$ cat src/rtl/mem_arbiter.sv
// mem_arbiter: one fixed-latency single-port SRAM shared by IF fetch and MEM load/store.
// Latency: ready pulses WAIT_CYCLES+1 cycles after the granting cycle; each requester holds
// its request until its ready pulse. Build option MEM_ARB_ROUND_ROBIN_EN alternates tie priority.
module mem_arbiter #(
  parameter int ADDR_W      = 32,
  parameter int DATA_W      = 32,
  parameter int WAIT_CYCLES = 3
) (
  input  logic              clk,
  input  logic              rst,
  input  logic              if_req,
  input  logic [ADDR_W-1:0] if_addr,
  input  logic              if_flush,
  output logic [DATA_W-1:0] if_rdata,
  output logic              if_ready,
  input  logic              mem_rd_req,
  input  logic              mem_wr_req,
  input  logic [ADDR_W-1:0] mem_addr,
  input  logic [DATA_W-1:0] mem_wdata,
  output logic [DATA_W-1:0] mem_rdata,
  output logic              mem_ready,
  output logic              sram_en,
  output logic              sram_we,
  output logic [ADDR_W-1:0] sram_addr,
  output logic [DATA_W-1:0] sram_wdata,
  input  logic [DATA_W-1:0] sram_rdata,
  output logic              busy
);

  typedef enum logic [1:0] {
    IDLE   = 2'd0,
    ACCESS = 2'd1,
    RESP   = 2'd2
  } state_t;

  localparam logic [3:0] CNT_INIT = 4'(WAIT_CYCLES - 1);

  state_t     state;
  logic [3:0] cnt;
  logic       owner_mem;
  logic       if_cancel;
  logic       if_ready_q;
  logic       mem_any;
  logic       if_live;
  logic       grant_mem;
  logic       grant_if;
  logic       if_kill;

  assign mem_any = mem_rd_req | mem_wr_req;
  assign if_live = if_req & ~if_flush;

`ifdef MEM_ARB_ROUND_ROBIN_EN
  logic last_if;
  assign grant_mem = mem_any & (~if_live | last_if);
`else
  assign grant_mem = mem_any;
`endif

  assign grant_if = if_live & ~grant_mem;
  // A flush on the final access cycle cancels just like an earlier one.
  assign if_kill  = if_cancel | if_flush;
  // A flush arriving in RESP still has to swallow the pulse, hence the late gate.
  assign if_ready = if_ready_q & ~if_flush;

  always_ff @(posedge clk) begin
    if (!rst) begin
      state      <= IDLE;
      cnt        <= '0;
      owner_mem  <= 1'b0;
      if_cancel  <= 1'b0;
      if_ready_q <= 1'b0;
      if_rdata   <= '0;
      mem_rdata  <= '0;
      mem_ready  <= 1'b0;
      sram_en    <= 1'b0;
      sram_we    <= 1'b0;
      sram_addr  <= '0;
      sram_wdata <= '0;
      busy       <= 1'b0;
`ifdef MEM_ARB_ROUND_ROBIN_EN
      last_if    <= 1'b1;
`endif
    end else begin
      case (state)
        IDLE: begin
          if (grant_mem | grant_if) begin
            state      <= ACCESS;
            cnt        <= CNT_INIT;
            owner_mem  <= grant_mem;
            if_cancel  <= 1'b0;
            sram_en    <= 1'b1;
            sram_we    <= grant_mem & mem_wr_req;
            sram_addr  <= grant_mem ? mem_addr : if_addr;
            sram_wdata <= grant_mem ? mem_wdata : '0;
            busy       <= 1'b1;
`ifdef MEM_ARB_ROUND_ROBIN_EN
            last_if    <= grant_if;
`endif
          end
        end
        ACCESS: begin
          if (!owner_mem && if_flush) begin
            if_cancel <= 1'b1;
          end
          if (cnt == 4'd0) begin
            state   <= RESP;
            sram_en <= 1'b0;
            sram_we <= 1'b0;
            if (owner_mem) begin
              mem_ready <= 1'b1;
              if (!sram_we) begin
                mem_rdata <= sram_rdata;
              end
            end else if (!if_kill) begin
              if_ready_q <= 1'b1;
              if_rdata   <= sram_rdata;
            end
          end else begin
            cnt <= cnt - 4'd1;
          end
        end
        RESP: begin
          state      <= IDLE;
          busy       <= 1'b0;
          mem_ready  <= 1'b0;
          if_ready_q <= 1'b0;
          if_cancel  <= 1'b0;
        end
        default: begin
          state <= IDLE;
        end
      endcase
    end
  end

endmodule

$ cat config.mk
export PLATFORM = sky130hd
export DESIGN_NAME = mem_arbiter
export DESIGN_NICKNAME = d
export VERILOG_FILES = /design/src/rtl/mem_arbiter.sv
export SDC_FILE = /design/constraint.sdc
export NUM_CORES = 1
export LEC_CHECK = 0
export ABC_CLOCK_PERIOD_IN_PS = 2700
export BUFFER_PORTS_ARGS = -buffer_cell sky130_fd_sc_hd__buf_2
export CORE_MARGIN = 8
export CORE_UTILIZATION = 51
export CTS_CLUSTER_DIAMETER = 80
export DETAILED_ROUTE_END_ITERATION = 10
export PLACE_DENSITY_LB_ADDON = 0.1
export SETUP_SLACK_MARGIN = 0.2
export SLEW_MARGIN = 20
export SYNTH_ARGS = -nofsm -noshare
export SYNTH_HDL_FRONTEND = slang
export SYNTH_SLANG_ARGS = --single-unit
export TNS_END_PERCENT = 5
$ cat constraint.sdc
create_clock -name clk -period 2.7 [get_ports clk]
set_input_delay 0.54 -clock clk [delete_from_list [all_inputs] [get_ports clk]]
set_output_delay 0.54 -clock clk [all_outputs]
set_load 0.1 [all_outputs]
======== Word-level counts from Yosys, hierarchy flattened ========
Cells that the tools add are included.
storage, ports and cells
  bits in registers ....................... 141
  input port bits ......................... 134
cells by class
  add/subtract/negate cells ............... 1
  equality and inequality tests ........... 9
  muxes and demuxes ....................... 24
  bitwise logic cells ..................... 12
  reduce and logical (&&, ||, !) cells .... 18
operators with widths
  operator             count
  $mux 32              2
  $ne 2x2->1 const B   7
  $reduce_and 3->1     4
  $reduce_and 4->1     3
  $mux 1               10
  $pmux 1 s2           5
  $mux 4               2
  $pmux 4 s2           1
  $reduce_and 2->1     3
  $reduce_bool 2->1    3
  $not 1->1            5
  $and 1x1->1          4
  $logic_not 4->1      1
  $mux 2               2
  $pmux 2 s2           1
  $sub 4x1->4 const B  1
  $or 1x1->1           3
  $pmux 1 s3           1
  $reduce_bool 3->1    1
  $eq 2x1->1 const B   1
  $eq 2x2->1 const B   1
  $logic_not 2->1      1
  $logic_and 1x1->1    1
  $logic_not 1->1      1

======== Logic depth before layout (Yosys ltp) ========
Gate-level depths: netlist of the first run.
  depth in word-level cells ............... 6
  depth in mapped cells ................... 7

======== Worst setup path after synthesis of the first run ========
No wires, ideal clock.
  path type ............................... input to output
  start point ............................. in if_flush
  end point ............................... out if_ready
  arrival time ............................ 1.875 ns
  path slack .............................. 0.285 ns
  stages on the path ...................... 1
  cells stage by stage .................... nor2b_1
between the ends
  cells in the longest elaborated chain, start to end .. 2
RTL lines
  element      line  RTL
  from (decl)  13    input logic if_flush,
  $not 1->1    63    assign if_ready = if_ready_q & ~if_flush;
  $and 1x1->1  63
  to (decl)    15    output logic if_ready,
Every way passes these cells.

======== Final worst setup path of the first run ========
  start point ............................. reg cnt[1]
  end point ............................... reg if_rdata[25]
between the ends
  cells in the longest elaborated chain, start to end .. 2
RTL lines
  element                     line  RTL
  from (decl)                 39    logic [3:0] cnt;
  from (signal assigned)      119   cnt <= cnt - 4'd1;
  $logic_not 4->1             105   if (cnt == 4'd0) begin
  $reduce_and 4->1 (no line)  -
  to (signal assigned)        116   if_rdata <= sram_rdata;
  to (decl)                   14    output logic [DATA_W-1:0] if_rdata,
Every way passes these cells.
A chain may end at the register's enable or synchronous reset.

==> metrics.cfg, run 1 <==
[worst_setup_path]
critPathLaunchType = register
crit_chain = inv_1, ha_1, nand2b_1, nor3_4, buf_4, mux2i_1
crit_path_max_fanout = 33
worst-path-buf-inv = 2
path_class = reg -> reg
cp-startpoint = cnt[1]
slowest_stage = buf_4
crit_family = buffers and inverters
required_ns = 3.04
critPathMaxStageDelay_ns = 0.50
timing.rr.start = cnt[1]
cp-end-kind = register
cp.arrival_ns = 2.35

[run]
cap_violations = 0

[pwr]
p_sw_share_pct = 38.6
ir_worst_vdd_uv = 652
p_comb_share_pct = 31.2
pwr-share-clk_pct = 35.5
internal_power_mw = 4.39
power.share.sequential_pct = 33.2
power_density_nw_per_um2 = 888
power_switching_mw = 2.75
leakage_nw = 3.50

[final_layout]
post-route-cell-area_um2 = 8040
num-fill-cells = 880
multiInputGateArea_um2 = 2760
drive_above_1_share_pct = 35.9
finalNetCount = 1020
area_growth_pct = 34.0
utilization_pct = 70.1
regArea_um2 = 2820

[routing]
wl_per_cell_um = 18.0
viasPerCell = 5.70
drtPass1Iterations = 5
drc = 0
num_vias = 5935
ant_nets = 0
routed_wl_um = 18800
drt-initial-drc-count = 427

[placement]
hpwl_um = 13300
port_buffers = 266
dp_slack_ns = 0.487
placed_cell_area_um2 = 7360
gp_congestion = 0.808

[timing]
finalHoldViolations = 0
tightestPinTransition_ns = 0.991
hold_ws_ns = 0.336
worst_slack_ns = 0.688
fin_worst_skew_ns = 0.00675
fin_crit_sh_pct = 74.5
relSlewSlack_pct = 33.9
finalSetupTns_ns = 0
drv_slew = 0
fin_crit_ns = 2.01
setup_viol_count_final = 0
fmax_mhz = 497
grt_setup_unrepaired = false

[clock_tree]
clk_root_buffer_cell = clkbuf_16
hold_buffers = 0
clk_transition_reported_paths_ns = 0.06
cts_made_buffers = 17
cts_tree = yes
h-tree-depth = 4
clock_path_buffers = 2
cts_sinks = 141
cts_resized = 0
clkLatencyLatePin_ns = 0.41
cts_setup_buffers = 0

[logic_synthesis]
synth_top_area_share_pct = 47.0
synthesis.area_um2 = 6000
yosys_warnings = 0
ys_ff_latch = 141
synth_cell_types = 41
yosys.area.top_type = dfxtp_1
synth.yosys.seq_area_share_pct = 47.0
syn_avg_cell_area_um2 = 9.19
synth_top_flop_cell = dfxtp_1
synth_area_leaders = dfxtp_1, a32o_1, mux2i_1, a2111oi_0, a211oi_1
postSynth.asyncResetShare_pct = 0
synth.net_count = 789
synth_edf_count = 0
syn_inst = 653

[floorplanning]
die_h_um = 124
row_count = 39
die_w_um = 124
fp.coreArea_um2 = 11500
dieArea_um2 = 15500
num_io_pins = 267
initial_utilization_pct = 52.3

[grt]
grt_max_degree = 102
grt_usage_pct = 23.1
grt_pass1_wl_um = 30100
overflow = 0
grt_pass1_vias = 5962
antenna_found_initial = 1

[outcome]
status = finished, final reports clean

[hold_path]
hold_class = in -> reg
hp-start = mem_wdata[12]

[cell families after synthesis]
group | count (synthesis) | synth area share, %
AO/OA/AOI/OAI | 213 | 25.7
buffers and inverters | 108 | 7.48
multiplexers | 32 | 5.34
flip-flops | 141 | 47.0
AND/OR/NAND/NOR | 157 | 14.0
adder cells (fa/ha/maj) | 2 | 0.417
[stage by stage]
stage | power (mW) | cells
2_1_floorplan | 4.18 | 653
3_3_place_gp | 4.60 | 1007
6_report | 7.14 | 1041
4_1_cts | 7.17 | 1039
5_1_grt | 7.39 | 1041
3_5_place_dp | 4.63 | 1007
[path summary, 6_finish.rpt]
kind              cells past startpoint              to  slack [ns]
setup / recovery                      6    if_rdata[25]        0.69
hold / removal                        2  sram_wdata[12]        0.34
setup reg to reg                      6    if_rdata[25]        0.69
hold reg to reg                       2    if_rdata[21]        0.45
[cell usage after synthesis (all sizes together), types with 2 or more instances]
master,n
a2111oi,32
a211oi,35
a21oi,37
a32o,32
a32oi,2
buf,8
clkbuf,63
dfxtp,141
ha,2
inv,37
mux2i,32
nand2,66
nand2b,3
nand3,32
nor2,4
nor2b,3
nor3,3
nor3b,35
o21a,33
o21ai,36
or3,2
[power by group through the flow]
stage          logic (mW)  clock network [mW]  registers, mW
6_report             2.23                2.54           2.37
5_1_grt              2.34                2.66           2.39
4_1_cts              2.22                2.57           2.37
3_5_place_dp         2.22                   0           2.41
3_3_place_gp         2.19                   0           2.41
2_1_floorplan       0.573                   0           3.61
[registers in the layout, summed over array words and instances (netlist names)]
name,flops
if_cancel,1
if_rdata,32
if_ready_q,1
sram_en,1
state,2
mem_rdata,32
sram_we,1
sram_addr,32
owner_mem,1
cnt,4
busy,1
sram_wdata,32
mem_ready,1
[cell type report]
cell class | count | share of cell area (%)
well taps | 143 | 2.22
repair buffers | 283 | 18.5
flip-flops and latches | 141 | 35.1
clock inverters | 12 | 2.38
multi-input cells | 404 | 34.3
diodes | 1 | 0.0311
clock buffers | 20 | 5.68
inverters | 37 | 1.73
[cell usage in the layout (no fill, tap or decap), types with 2 or more instances in the layout]
cell type	synthesis	routed
a2111oi_0	32	32
o21a_1	33	33
nand2_1	66	66
ha_1	2	2
nand2b_1	3	3
clkinv_2	0	5
a21oi_1	37	37
bufinv_16	0	5
a32oi_1	2	2
buf_2	2	266
a32o_1	32	32
nor2b_1	3	3
nor3_4	1	2
buf_4	0	15
o21ai_0	36	36
nand3_1	32	32
nor2_1	4	3
clkbuf_8	0	2
clkbuf_16	0	17
mux2i_1	32	32
inv_1	37	36
dfxtp_1	141	141
a211oi_1	35	35
nor3b_1	35	34
or3_1	2	2
[routing by layer]
metal	part of all wire, %	wire [um]	global-route usage, %	up-vias
met5	0	0	0	-
met4	2.9	553	10.5	0
met3	8.3	1560	9.11	41
met2	49	9120	37.6	234
met1	40	7520	26.2	2805
li1	-	-	-	2855
Note: power is estimated with default switching activity, not from simulation.
==> run 2, diff against run 1 <==
Settings changed: ABC_CLOCK_PERIOD_IN_PS 2700 to 1650, CORE_UTILIZATION 51 to 43.
Clock period 2.7 ns to 1.65 ns, I/O delays scaled along.
==> run 2 against run 1 <==
Compared with the run above: routed wire length grew 13%; worst hold slack got worse by 0.22 ns; flip-flop and latch count unchanged; non-clock buffer count is 30 higher; setup slack worse by 0.65 ns; clock skew up 0.0050 ns; critical endpoint is now cnt[3].
==> metrics.cfg, run 2 (synthesis gave the netlist of run 1 again) <==
[clock_tree]
h-tree-depth = 4
clock_path_buffers = 2
clk_root_buffer_cell = clkbuf_16
cts_sinks = 141
cts_made_buffers = 17
cts_tree = yes
clk_transition_reported_paths_ns = 0.06
clkLatencyLatePin_ns = 0.42
hold_buffers = 0

[pwr]
power_switching_mw = 5.00
power_density_nw_per_um2 = 1290
pwr-share-clk_pct = 30.3
internal_power_mw = 7.33
ir_worst_vdd_uv = 832
p_sw_share_pct = 40.5
leakage_nw = 3.83
power.share.sequential_pct = 31.7
p_comb_share_pct = 38.1

[final_layout]
finalNetCount = 1051
diodes = 0
area_growth_pct = 59.2
num-fill-cells = 1096
final_cell_mix = buf_4, dfxtp_1, buf_2
stdcell_count = 1108
post-route-cell-area_um2 = 9560
multiInputGateArea_um2 = 3390
layout_commonest_cell = buf_4
drive_above_1_share_pct = 47.8
regArea_um2 = 2830

[placement]
placed_cell_area_um2 = 7580
port_buffers = 266
hpwl_um = 13600
dp.cells = 1056
dp_slack_ns = -0.203
gp_congestion = 0.831

[grt]
grt_pass1_vias = 6457
overflow = 0
grt_pass1_wl_um = 33600
grt_max_degree = 74
antenna_found_initial = 0
grt_usage_pct = 23.0

[timing]
grt_setup_unrepaired = true
hold_ws_ns = 0.118
fin_crit_sh_pct = 97.5
fin_worst_skew_ns = 0.0118
tightestPinTransition_ns = 0.983
relSlewSlack_pct = 34.5
drv_slew = 0
fmax_mhz = 621
setup_viol_count_final = 0
finalHoldViolations = 0
worst_slack_ns = 0.0406
fin_crit_ns = 1.61

[worst_setup_path]
critPathLaunchType = register
path_class = reg -> reg
crit_path_max_fanout = 18
reg2reg_to = cnt[3]
ff2ff_setup_slack_ns = 0.04
cp.arrival_ns = 1.86
cp-end-kind = register
timing.rr.start = state[0]
required_ns = 1.90
r2r_cells = 6

[routing]
drtPass1Iterations = 5
wl_per_cell_um = 19.2
drc = 0
routed_wl_um = 21300
num_vias = 6235
drt-initial-drc-count = 383
ant_nets = 0
viasPerCell = 5.63

[floorplanning]
row_count = 43
initial_utilization_pct = 43.6
num_io_pins = 267
fp.coreArea_um2 = 13800
dieArea_um2 = 18000
die_w_um = 134
die_h_um = 134

[outcome]
status = finished, final reports clean

[hold_path]
hold_class = in -> reg
whs_path_depth = 2
hp-start = mem_wdata[4]
min_to = sram_wdata[4]

[run]
cap_violations = 0

## run 2: changes by cell type in the layout (fill, tap and decap cells not counted), sizes merged, moves of 2 or more
cell	delta
buf	+28
inv	+3
clkinvlp	+2
bufinv	-3
## run 2: per-stage QoR
stage	setup TNS (ns)	power [mW]	utilization [%]
after global routing	-0.0537	12.8	69.4
after global placement	-4.21	7.64	55.0
after detailed placement	-6.14	7.69	55.0
after CTS	0	12.3	67.9
final	0	12.3	69.4
after floorplan	0	6.85	-
## run 2: repair_timing
action,4_1_cts,5_1_grt
gates cloned,8,2
pin swaps,68,69
resized for setup,308,23
setup endpoints to repair,270,141
hold endpoints to repair,0,0
buffers inserted,8,2
## run 2: how the worst max path moves through the flow
stage / startpoint / endpoint / slack (ns)
finish: state[0] / cnt[3] / 0.04
global route: state[0] / if_rdata[31] / -0.02
CTS: state[1] / if_rdata[15] / 0.005
detailed placement: state[1] / sram_wdata[24] / -0.20
global placement: state[1] / sram_wdata[14] / -0.13
floorplan: state[0] / if_rdata[0] / 0.06
## run 2: layout make-up
| cell class | instances | share of cell area (%) |
|---|---|---|
| clock buffers | 19 | 4.53 |
| clock inverters | 13 | 1.48 |
| inverters | 37 | 1.45 |
| multi-input cells | 405 | 35.5 |
| flip-flops and latches | 141 | 29.6 |
| well taps | 180 | 2.36 |
| repair buffers | 313 | 25.0 |
## run 2: critical path: stages, from the launching register on
cell,delay (ns)
dfxtp_2,0.34
buf_6,0.11
or3b_4,0.40
buf_4,0.17
buf_8,0.15
o31ai_2,0.18
a211oi_1,0.10
## run 2: power groups by stage
stage	Sequential, mW	Combinational (mW)	Clock, mW
after floorplan	5.91	0.945	0
after global placement	3.93	3.70	0
after detailed placement	3.95	3.74	0
after CTS	3.90	4.58	3.79
after global routing	3.94	4.89	3.94
final	3.90	4.69	3.73
## run 2: routing by layer
metal	global-route usage, %	up-vias	part of all wire (%)
met5	0	-	0
li1	-	2940	-
met3	8.75	36	8.9
met2	38.2	231	49
met1	26.9	3028	41
met4	7.36	0	1.9
